File: config.mk
export PLATFORM = sky130hd
export DESIGN_NAME = alp_param
export DESIGN_NICKNAME = d
export VERILOG_FILES = /design/src/rtl/alp_param.sv
export SDC_FILE = /design/constraint.sdc
export NUM_CORES = 1
export LEC_CHECK = 0
export BUFFER_PORTS_ARGS = -buffer_cell sky130_fd_sc_hd__buf_2
export CELL_PAD_IN_SITES_DETAIL_PLACEMENT = 0
export CELL_PAD_IN_SITES_GLOBAL_PLACEMENT = 1
export CORE_ASPECT_RATIO = 0.75
export CORE_MARGIN = 2
export CORE_UTILIZATION = 30
export CTS_BUF_LIST = sky130_fd_sc_hd__clkbuf_16
export CTS_CLUSTER_SIZE = 12
export DETAILED_ROUTE_END_ITERATION = 7
export PLACE_DENSITY_LB_ADDON = 0.3
export SETUP_SLACK_MARGIN = 0.2
export SLEW_MARGIN = 10
export SYNTH_ARGS = -nofsm -noshare
export SYNTH_HDL_FRONTEND = slang
export SYNTH_SLANG_ARGS = --single-unit
File: constraint.sdc
create_clock -name clk -period 8.03 [get_ports clk]
set_input_delay 1.2045 -clock clk [delete_from_list [all_inputs] [get_ports clk]]
set_output_delay 1.2045 -clock clk [all_outputs]
set_load 0.02 [all_outputs]
File: src/rtl/alp_param.sv
`default_nettype none
// ============================================================================
// Module   : alp_param
// Purpose  : Parametrised arithmetic logic processor. A DEPTH x WIDTH register
//            file is loaded sequentially from i_DATA_IN. Eight operations run
//            between any two registers into any destination. Single-cycle ALU
//            ops and a WIDTH-cycle shift-add multiplier share one busy/done
//            handshake. o_ERR flags carry, borrow, multiply truncation and
//            register-file overflow.
// Revision : 1.0 - initial release
// ============================================================================
module alp_param #(
    parameter int WIDTH = 4,
    parameter int DEPTH = 4
) (
    input  logic                     clk,
    input  logic                     reset,
    input  logic [WIDTH-1:0]         i_DATA_IN,
    input  logic [2:0]               i_OP,
    input  logic [$clog2(DEPTH)-1:0] i_SRC_A,
    input  logic [$clog2(DEPTH)-1:0] i_SRC_B,
    input  logic [$clog2(DEPTH)-1:0] i_DST,
    input  logic                     i_LOAD,
    input  logic                     i_CLR,
    input  logic                     i_COMP,
    input  logic [$clog2(DEPTH)-1:0] i_RADDR,
    output logic [WIDTH-1:0]         o_RDATA,
    output logic [WIDTH-1:0]         o_R0,
    output logic [WIDTH-1:0]         o_R1,
    output logic                     o_BUSY,
    output logic                     o_DONE,
    output logic                     o_ERR
);

    localparam int c_AW = $clog2(DEPTH);
    localparam int c_CW = $clog2(WIDTH);

    // Load count at which the register file is considered full
    localparam logic [c_AW:0]   c_FULL     = (c_AW + 1)'(DEPTH);
    // Multiplier step counter value of the final partial-product cycle
    localparam logic [c_CW-1:0] c_MUL_LAST = c_CW'(WIDTH - 1);

    localparam logic [2:0] c_OP_ADD = 3'd0;
    localparam logic [2:0] c_OP_SUB = 3'd1;
    localparam logic [2:0] c_OP_AND = 3'd2;
    localparam logic [2:0] c_OP_OR  = 3'd3;
    localparam logic [2:0] c_OP_XOR = 3'd4;
    localparam logic [2:0] c_OP_SHL = 3'd5;
    localparam logic [2:0] c_OP_SHR = 3'd6;
    localparam logic [2:0] c_OP_MUL = 3'd7;

    localparam logic [1:0] c_S_IDLE = 2'd0;
    localparam logic [1:0] c_S_EXEC = 2'd1;
    localparam logic [1:0] c_S_MUL  = 2'd2;
    localparam logic [1:0] c_S_DONE = 2'd3;

    logic [WIDTH-1:0]   r_regs [DEPTH];
    logic [c_AW-1:0]    r_ptr;
    logic [c_AW:0]      r_cnt;
    logic [1:0]         r_state;
    logic [WIDTH-1:0]   r_a;
    logic [WIDTH-1:0]   r_b;
    logic [2:0]         r_op;
    logic [c_AW-1:0]    r_dst;
    logic [2*WIDTH-1:0] r_acc;
    logic [2*WIDTH-1:0] r_mcand;
    logic [WIDTH-1:0]   r_mplier;
    logic [c_CW-1:0]    r_mcnt;
    logic               r_busy;
    logic               r_done;
    logic               r_err;

    logic [WIDTH:0]     w_sum;
    logic [WIDTH-1:0]   w_alu_res;
    logic               w_alu_err;
    logic [2*WIDTH-1:0] w_mul_next;

    // Single-cycle ALU on the operands latched at acceptance
    always_comb begin
        w_sum     = {1'b0, r_a} + {1'b0, r_b};
        w_alu_res = '0;
        w_alu_err = 1'b0;
        case (r_op)
            c_OP_ADD: begin
                w_alu_res = w_sum[WIDTH-1:0];
                w_alu_err = w_sum[WIDTH];
            end
            c_OP_SUB: begin
                w_alu_res = r_a - r_b;
                w_alu_err = (r_a < r_b);
            end
            c_OP_AND: w_alu_res = r_a & r_b;
            c_OP_OR:  w_alu_res = r_a | r_b;
            c_OP_XOR: w_alu_res = r_a ^ r_b;
            // Logical shifts by an amount >= WIDTH already yield zero
            c_OP_SHL: w_alu_res = r_a << r_b;
            c_OP_SHR: w_alu_res = r_a >> r_b;
            default:  w_alu_res = '0;
        endcase
    end

    // Accumulator after adding the current partial product
    assign w_mul_next = r_acc + (r_mplier[0] ? r_mcand : '0);

    // Control FSM, register file, load pointer, multiplier and flags
    always_ff @(posedge clk or posedge reset) begin
        if (reset) begin
            for (int i = 0; i < DEPTH; i++) r_regs[i] <= '0;
            r_ptr    <= '0;
            r_cnt    <= '0;
            r_state  <= c_S_IDLE;
            r_a      <= '0;
            r_b      <= '0;
            r_op     <= '0;
            r_dst    <= '0;
            r_acc    <= '0;
            r_mcand  <= '0;
            r_mplier <= '0;
            r_mcnt   <= '0;
            r_busy   <= 1'b0;
            r_done   <= 1'b0;
            r_err    <= 1'b0;
        end else if (i_CLR) begin
            // Clear aborts any operation in flight without a done pulse
            for (int i = 0; i < DEPTH; i++) r_regs[i] <= '0;
            r_ptr    <= '0;
            r_cnt    <= '0;
            r_state  <= c_S_IDLE;
            r_a      <= '0;
            r_b      <= '0;
            r_op     <= '0;
            r_dst    <= '0;
            r_acc    <= '0;
            r_mcand  <= '0;
            r_mplier <= '0;
            r_mcnt   <= '0;
            r_busy   <= 1'b0;
            r_done   <= 1'b0;
            r_err    <= 1'b0;
        end else begin
            r_done <= 1'b0;
            case (r_state)
                c_S_IDLE: begin
                    if (i_LOAD) begin
                        if (r_cnt == c_FULL) begin
                            r_err <= 1'b1;
                        end else begin
                            r_regs[r_ptr] <= i_DATA_IN;
                            r_ptr         <= r_ptr + 1'b1;
                            r_cnt         <= r_cnt + 1'b1;
                        end
                    end else if (i_COMP) begin
                        r_a      <= r_regs[i_SRC_A];
                        r_b      <= r_regs[i_SRC_B];
                        r_op     <= i_OP;
                        r_dst    <= i_DST;
                        r_acc    <= '0;
                        r_mcand  <= {{WIDTH{1'b0}}, r_regs[i_SRC_A]};
                        r_mplier <= r_regs[i_SRC_B];
                        r_mcnt   <= '0;
                        r_busy   <= 1'b1;
                        r_state  <= (i_OP == c_OP_MUL) ? c_S_MUL : c_S_EXEC;
                    end
                end
                c_S_EXEC: begin
                    r_regs[r_dst] <= w_alu_res;
                    r_err         <= w_alu_err;
                    r_busy        <= 1'b0;
                    r_done        <= 1'b1;
                    r_state       <= c_S_DONE;
                end
                c_S_MUL: begin
                    if (r_mcnt == c_MUL_LAST) begin
                        // Final partial product folds in; keep the low half
                        r_regs[r_dst] <= w_mul_next[WIDTH-1:0];
                        r_err         <= |w_mul_next[2*WIDTH-1:WIDTH];
                        r_busy        <= 1'b0;
                        r_done        <= 1'b1;
                        r_state       <= c_S_DONE;
                    end else begin
                        r_acc    <= w_mul_next;
                        r_mcand  <= r_mcand << 1;
                        r_mplier <= r_mplier >> 1;
                        r_mcnt   <= r_mcnt + 1'b1;
                    end
                end
                c_S_DONE: begin
                    r_state <= c_S_IDLE;
                end
                default: begin
                    r_state <= c_S_IDLE;
                end
            endcase
        end
    end

    // Direct register views and the combinational read port
    assign o_RDATA = r_regs[i_RADDR];
    assign o_R0    = r_regs[0];
    assign o_R1    = r_regs[1];
    assign o_BUSY  = r_busy;
    assign o_DONE  = r_done;
    assign o_ERR   = r_err;

endmodule
`default_nettype wire
# == Yosys cells after proc, flatten, opt, wreduce, memory -nomap -nowiden ==
# Index checks and enable logic that the tools add are counted.
# word_totals
reg_bits,61
in_bits,20
output_inout_bits,15
elab_cells,165
# classes
add_sub_neg,6
n_lt_le_gt_ge,8
n_eq_ne,21
shift,2
mux,85
bitwise,8
n_reduce_logical,17
# ops
op,n
2-to-1 mux 4 bit,18
2-to-1 mux 8 bit,9
2-to-1 mux 16 bit,4
bitwise mux 16 bit,3
one-hot mux 16 bit (3 select lines),1
2-to-1 mux 2 bit,17
one-hot mux 8 bit (2 select lines),2
one-hot mux 4 bit (7 select lines),1
binary-select mux 4 bit (select 2 bit),3
2-to-1 mux 3 bit,8
inequality test 3 bit (second input constant),7
demux 4 bit (select 2 bit),2
AND reduction 4 bit,4
equality test 3 bit (second input constant),5
greater-or-equal comparator 3 bit (second input constant),5
inverter 2 -> 3 bit,5
2-to-1 mux 1 bit,10
AND reduction 3 bit,3
adder 8 bit,1
one-hot mux 2 bit (4 select lines),1
one-hot mux 4 bit (2 select lines),1
equality test 2 bit (second input constant),3
equality test 3 x 2 -> 1 bit (second input constant),2
less-than comparator 3 x 1 -> 1 bit (second input constant),2
24 further kinds,30

# == Longest topological paths before layout ==
# depth
depth_word,10
mapped_depth,11
mapped_depth_nobuf,10

# == Worst setup path before layout ==
# Ideal clock, no wire load.
# synth_path
path_kind,in2out
startpoint,input port i_RADDR[0]
endpoint,output port o_RDATA[0]
arrival_time_ns,1.751
required_time_ns,6.826
setup_slack_ns,5.075
stages,1
path_buffers,0
path_cell_list,mux4_2
# synth_between
elab_chain_cells,4
# synth_lines
element,line_no,text
"start, declared",26,"input logic [$clog2(DEPTH)-1:0] i_RADDR,"
inverter 2 -> 3 bit (not written as such),198,assign o_RDATA = r_regs[i_RADDR];
binary-select mux 4 bit (select 2 bit),198,
2-to-1 mux 4 bit (not written as such) (2 in series),198,
"end, declared",27,"output logic [WIDTH-1:0] o_RDATA,"
# No other way between the ends. The select of a mux whose other input is x is not followed.

# == Worst setup path in the final report ==
# Same ends and word-level chain as after synthesis.

==> results_dict.tcl <==
set metrics [dict create \
    status "finished, final reports clean" \
    synthArstFlopShare_pct 100 \
    ys_ff_latch 61 \
    pin_count 35 \
    die_w_um 151 \
    place_hpwl_um 11300 \
    fin_nets 619 \
    grt_pass1_vias 4177 \
    finalCritPeriodShare_pct 40.7 \
    cts_tree "built" \
    skew_ps 5.89 \
    cpMostUsedCell "buf_2" \
    routed_wl_um 15200 \
    yosysTopAreaCell "dfrtp_1" \
    cellPowerDensity_nw_per_um2 224 \
    overflow 0 \
    synth.most_common_cell "dfrtp_1" \
    cts_setup_buffers 0 \
    placed_cells 765 \
    layoutNonFillerInstCount 781 \
    slew_viol_final 0 \
    crit_type "in2out" \
    drt-initial-drc-count 381 \
    hold_slack_ps 528 \
    grtUsageTotal_pct 18.3 \
    critical-path-max-stage-delay_ps 530 \
    cp_data_required_time_ps 6830 \
    core_um2 15900 \
    multiInputGateArea_um2 3030 \
    finalSetupTns_ps 0 \
    fin_ws_ps 4760 \
    numClockSinks 61 \
    firstDrtPassIters 5 \
    die_area_um2 17200 \
    post_cts_resized 0 \
    synth_nets 606 \
    synth_area_leaders "dfrtp_1, ha_1, mux4_2" \
    synthToLayoutAreaGrowth_pct 12.7 \
    initial_core_util_pct 30.5 \
    yosysSeqAreaShare_pct 31.4 \
    ir_drop_mv 0.207 \
    ys_top_cells_by_count "dfrtp_1, a21oi_1, nor2_1" \
    place_ws_ps 4760 \
    rsz0062_at_grt "false" \
    worstPathArrival_ps 2060 \
    cts_hold_buffers 0 \
    worst_slew_pin_slew_ps 1250 \
    critPathCaptureType "output port" \
    gp_congestion 0.873 \
    maxCapViolations 0 \
    hold_viol 0 \
    path_max_fanout 4 \
    synth_warnings 0 \
    seq_area_um2 1530 \
    hp-class "reg2reg" \
    path_cells "buf_2, mux4_2, buf_2" \
    p_leak_nw 2.28 \
    htree_levels 3 \
    num-fill-cells 1682 \
    max_slew_margin_pct 16.5 \
    clock.fmax_ghz 0.306 \
    crit_family "multiplexers" \
    ant_nets 0 \
    cts_root_buffer "clkbuf_16" \
    cts_buffer_depth 2 \
    synth_area_um2 4860 \
    grt_max_degree 62 \
    die_h_um 114 \
    wire_per_inst_um 19.4 \
    drive_gt1_share_pct 13.5 \
    rows 40 \
    vias 4400 \
    synth_top_area_share_pct 31.4 \
    min_period_ps 3270 \
    ys.flop_type "dfrtp_1" \
    fin_util_pct 34.4 \
    numCtsBuffers 9 \
    yosysUniqueCellTypes 67 \
    antenna_cells 0 \
    synthCells 553 \
    grt_first_pass_wirelength_um 24000 \
    numPortBuffers 34 \
    setup_violations 0 \
    synth_edf_count 0 \
    antenna_found_initial 0 \
    clock_latency_ps 340 \
    crit_buf_inv 2 \
    drc_errors 0 \
    viasPerCell 5.63 \
    crit_slowest_cell "mux4_2" \
    clk_pin_slew_worst_paths_ps 50 \
    crit_path_start_kind "primary input" \
    synth.avg_cell_area_um2 8.79 \
]
==> layout make-up <==
type,instances,share of cell area [%]
multi-input combinational,424,55.4
timing repair buffer,39,3.79
sequential,61,27.9
clock inverter,7,1.94
inverter,31,2.12
tap,210,4.80
clock buffer,9,4.11
==> layer usage <==
layer / GRT usage [%] / vias up / wire [µm] / part of all wire [%]
li1: - / 2069 / - / -
met1: 26.3 / 2161 / 7260 / 48
met2: 27.2 / 151 / 6690 / 44
met4: 4.92 / 0 / 220 / 1.5
met5: 0 / - / 0 / 0
met3: 5.10 / 19 / 990 / 6.5
==> where the power goes <==
part           internal [mW]  total [mW]  switching (mW)
Sequential             0.343       0.396          0.0532
Combinational          0.139       0.391           0.252
Clock                  0.299       0.440           0.141
==> worst paths after layout <==
kind,start,to,slack (ps),depth (start not counted)
setup / recovery,i_RADDR[0],o_RDATA[0],4760,3
max in group asynchronous,reset,r_acc[4],6380,3
min in group asynchronous,reset,o_R0[3],1100,3
setup reg to reg,r_mplier[0],o_R0[2],5040,10
hold reg to reg,r_mcnt[1],r_mcnt[1],530,2
hold / removal,r_mcnt[1],r_mcnt[1],530,2
==> worst register-to-register path: cells and delay by family (launching register included) <==
kind                       cells  cell delay (ps)
and+or+nand+nor                3              680
AOI/OAI and AO/OA              3              650
adders and majority gates      2              580
DFF                            1              510
xor gates and xnor gates       1              380
buffers and inverters          1               60
==> cell families after synthesis <==
| group | count (synthesis) | synth area share (%) |
|---|---|---|
| AOI/OAI and AO/OA | 172 | 24.2 |
| xor gates and xnor gates | 8 | 1.44 |
| adders and majority gates | 33 | 8.96 |
| buffers and inverters | 68 | 6.18 |
| DFF | 61 | 31.4 |
| muxes | 21 | 7.44 |
| and+or+nand+nor | 190 | 20.4 |
==> per-stage QoR <==
step | instance area [µm²] | power, mW
floorplan | 4860 | 0.675
global placement | 5150 | 0.784
detailed placement | 5150 | 0.787
CTS | 5480 | 1.24
global route | 5480 | 1.30
finish | 5480 | 1.23
==> layout by cell type, fill, tap and decap left out, types with 10 or more instances in the layout <==
cell type  count
a21oi_1       52
a22o_1        13
a32oi_1       10
and2_1        10
buf_2         34
dfrtp_1       61
ha_1          30
inv_1         32
mux4_2        12
nand2_1       41
nand2b_1      13
nand3_1       14
nand3b_1      10
nor2_1        46
nor2b_1       10
nor3_1        15
o21ai_0       25
==> state kept, by name, summed over array words and instances (netlist names) <==
| register | count |
|---|---|
| o_BUSY | 1 |
| o_DONE | 1 |
| o_ERR | 1 |
| o_R0 | 4 |
| o_R1 | 4 |
| r_a | 4 |
| r_acc | 8 |
| r_b | 4 |
| r_cnt | 3 |
| r_dst | 2 |
| r_mcand | 8 |
| r_mcnt | 2 |
| r_mplier | 4 |
| r_op | 3 |
| r_ptr | 2 |
| r_regs | 8 |
| r_state | 2 |
Power figures use the tool's default switching activity.
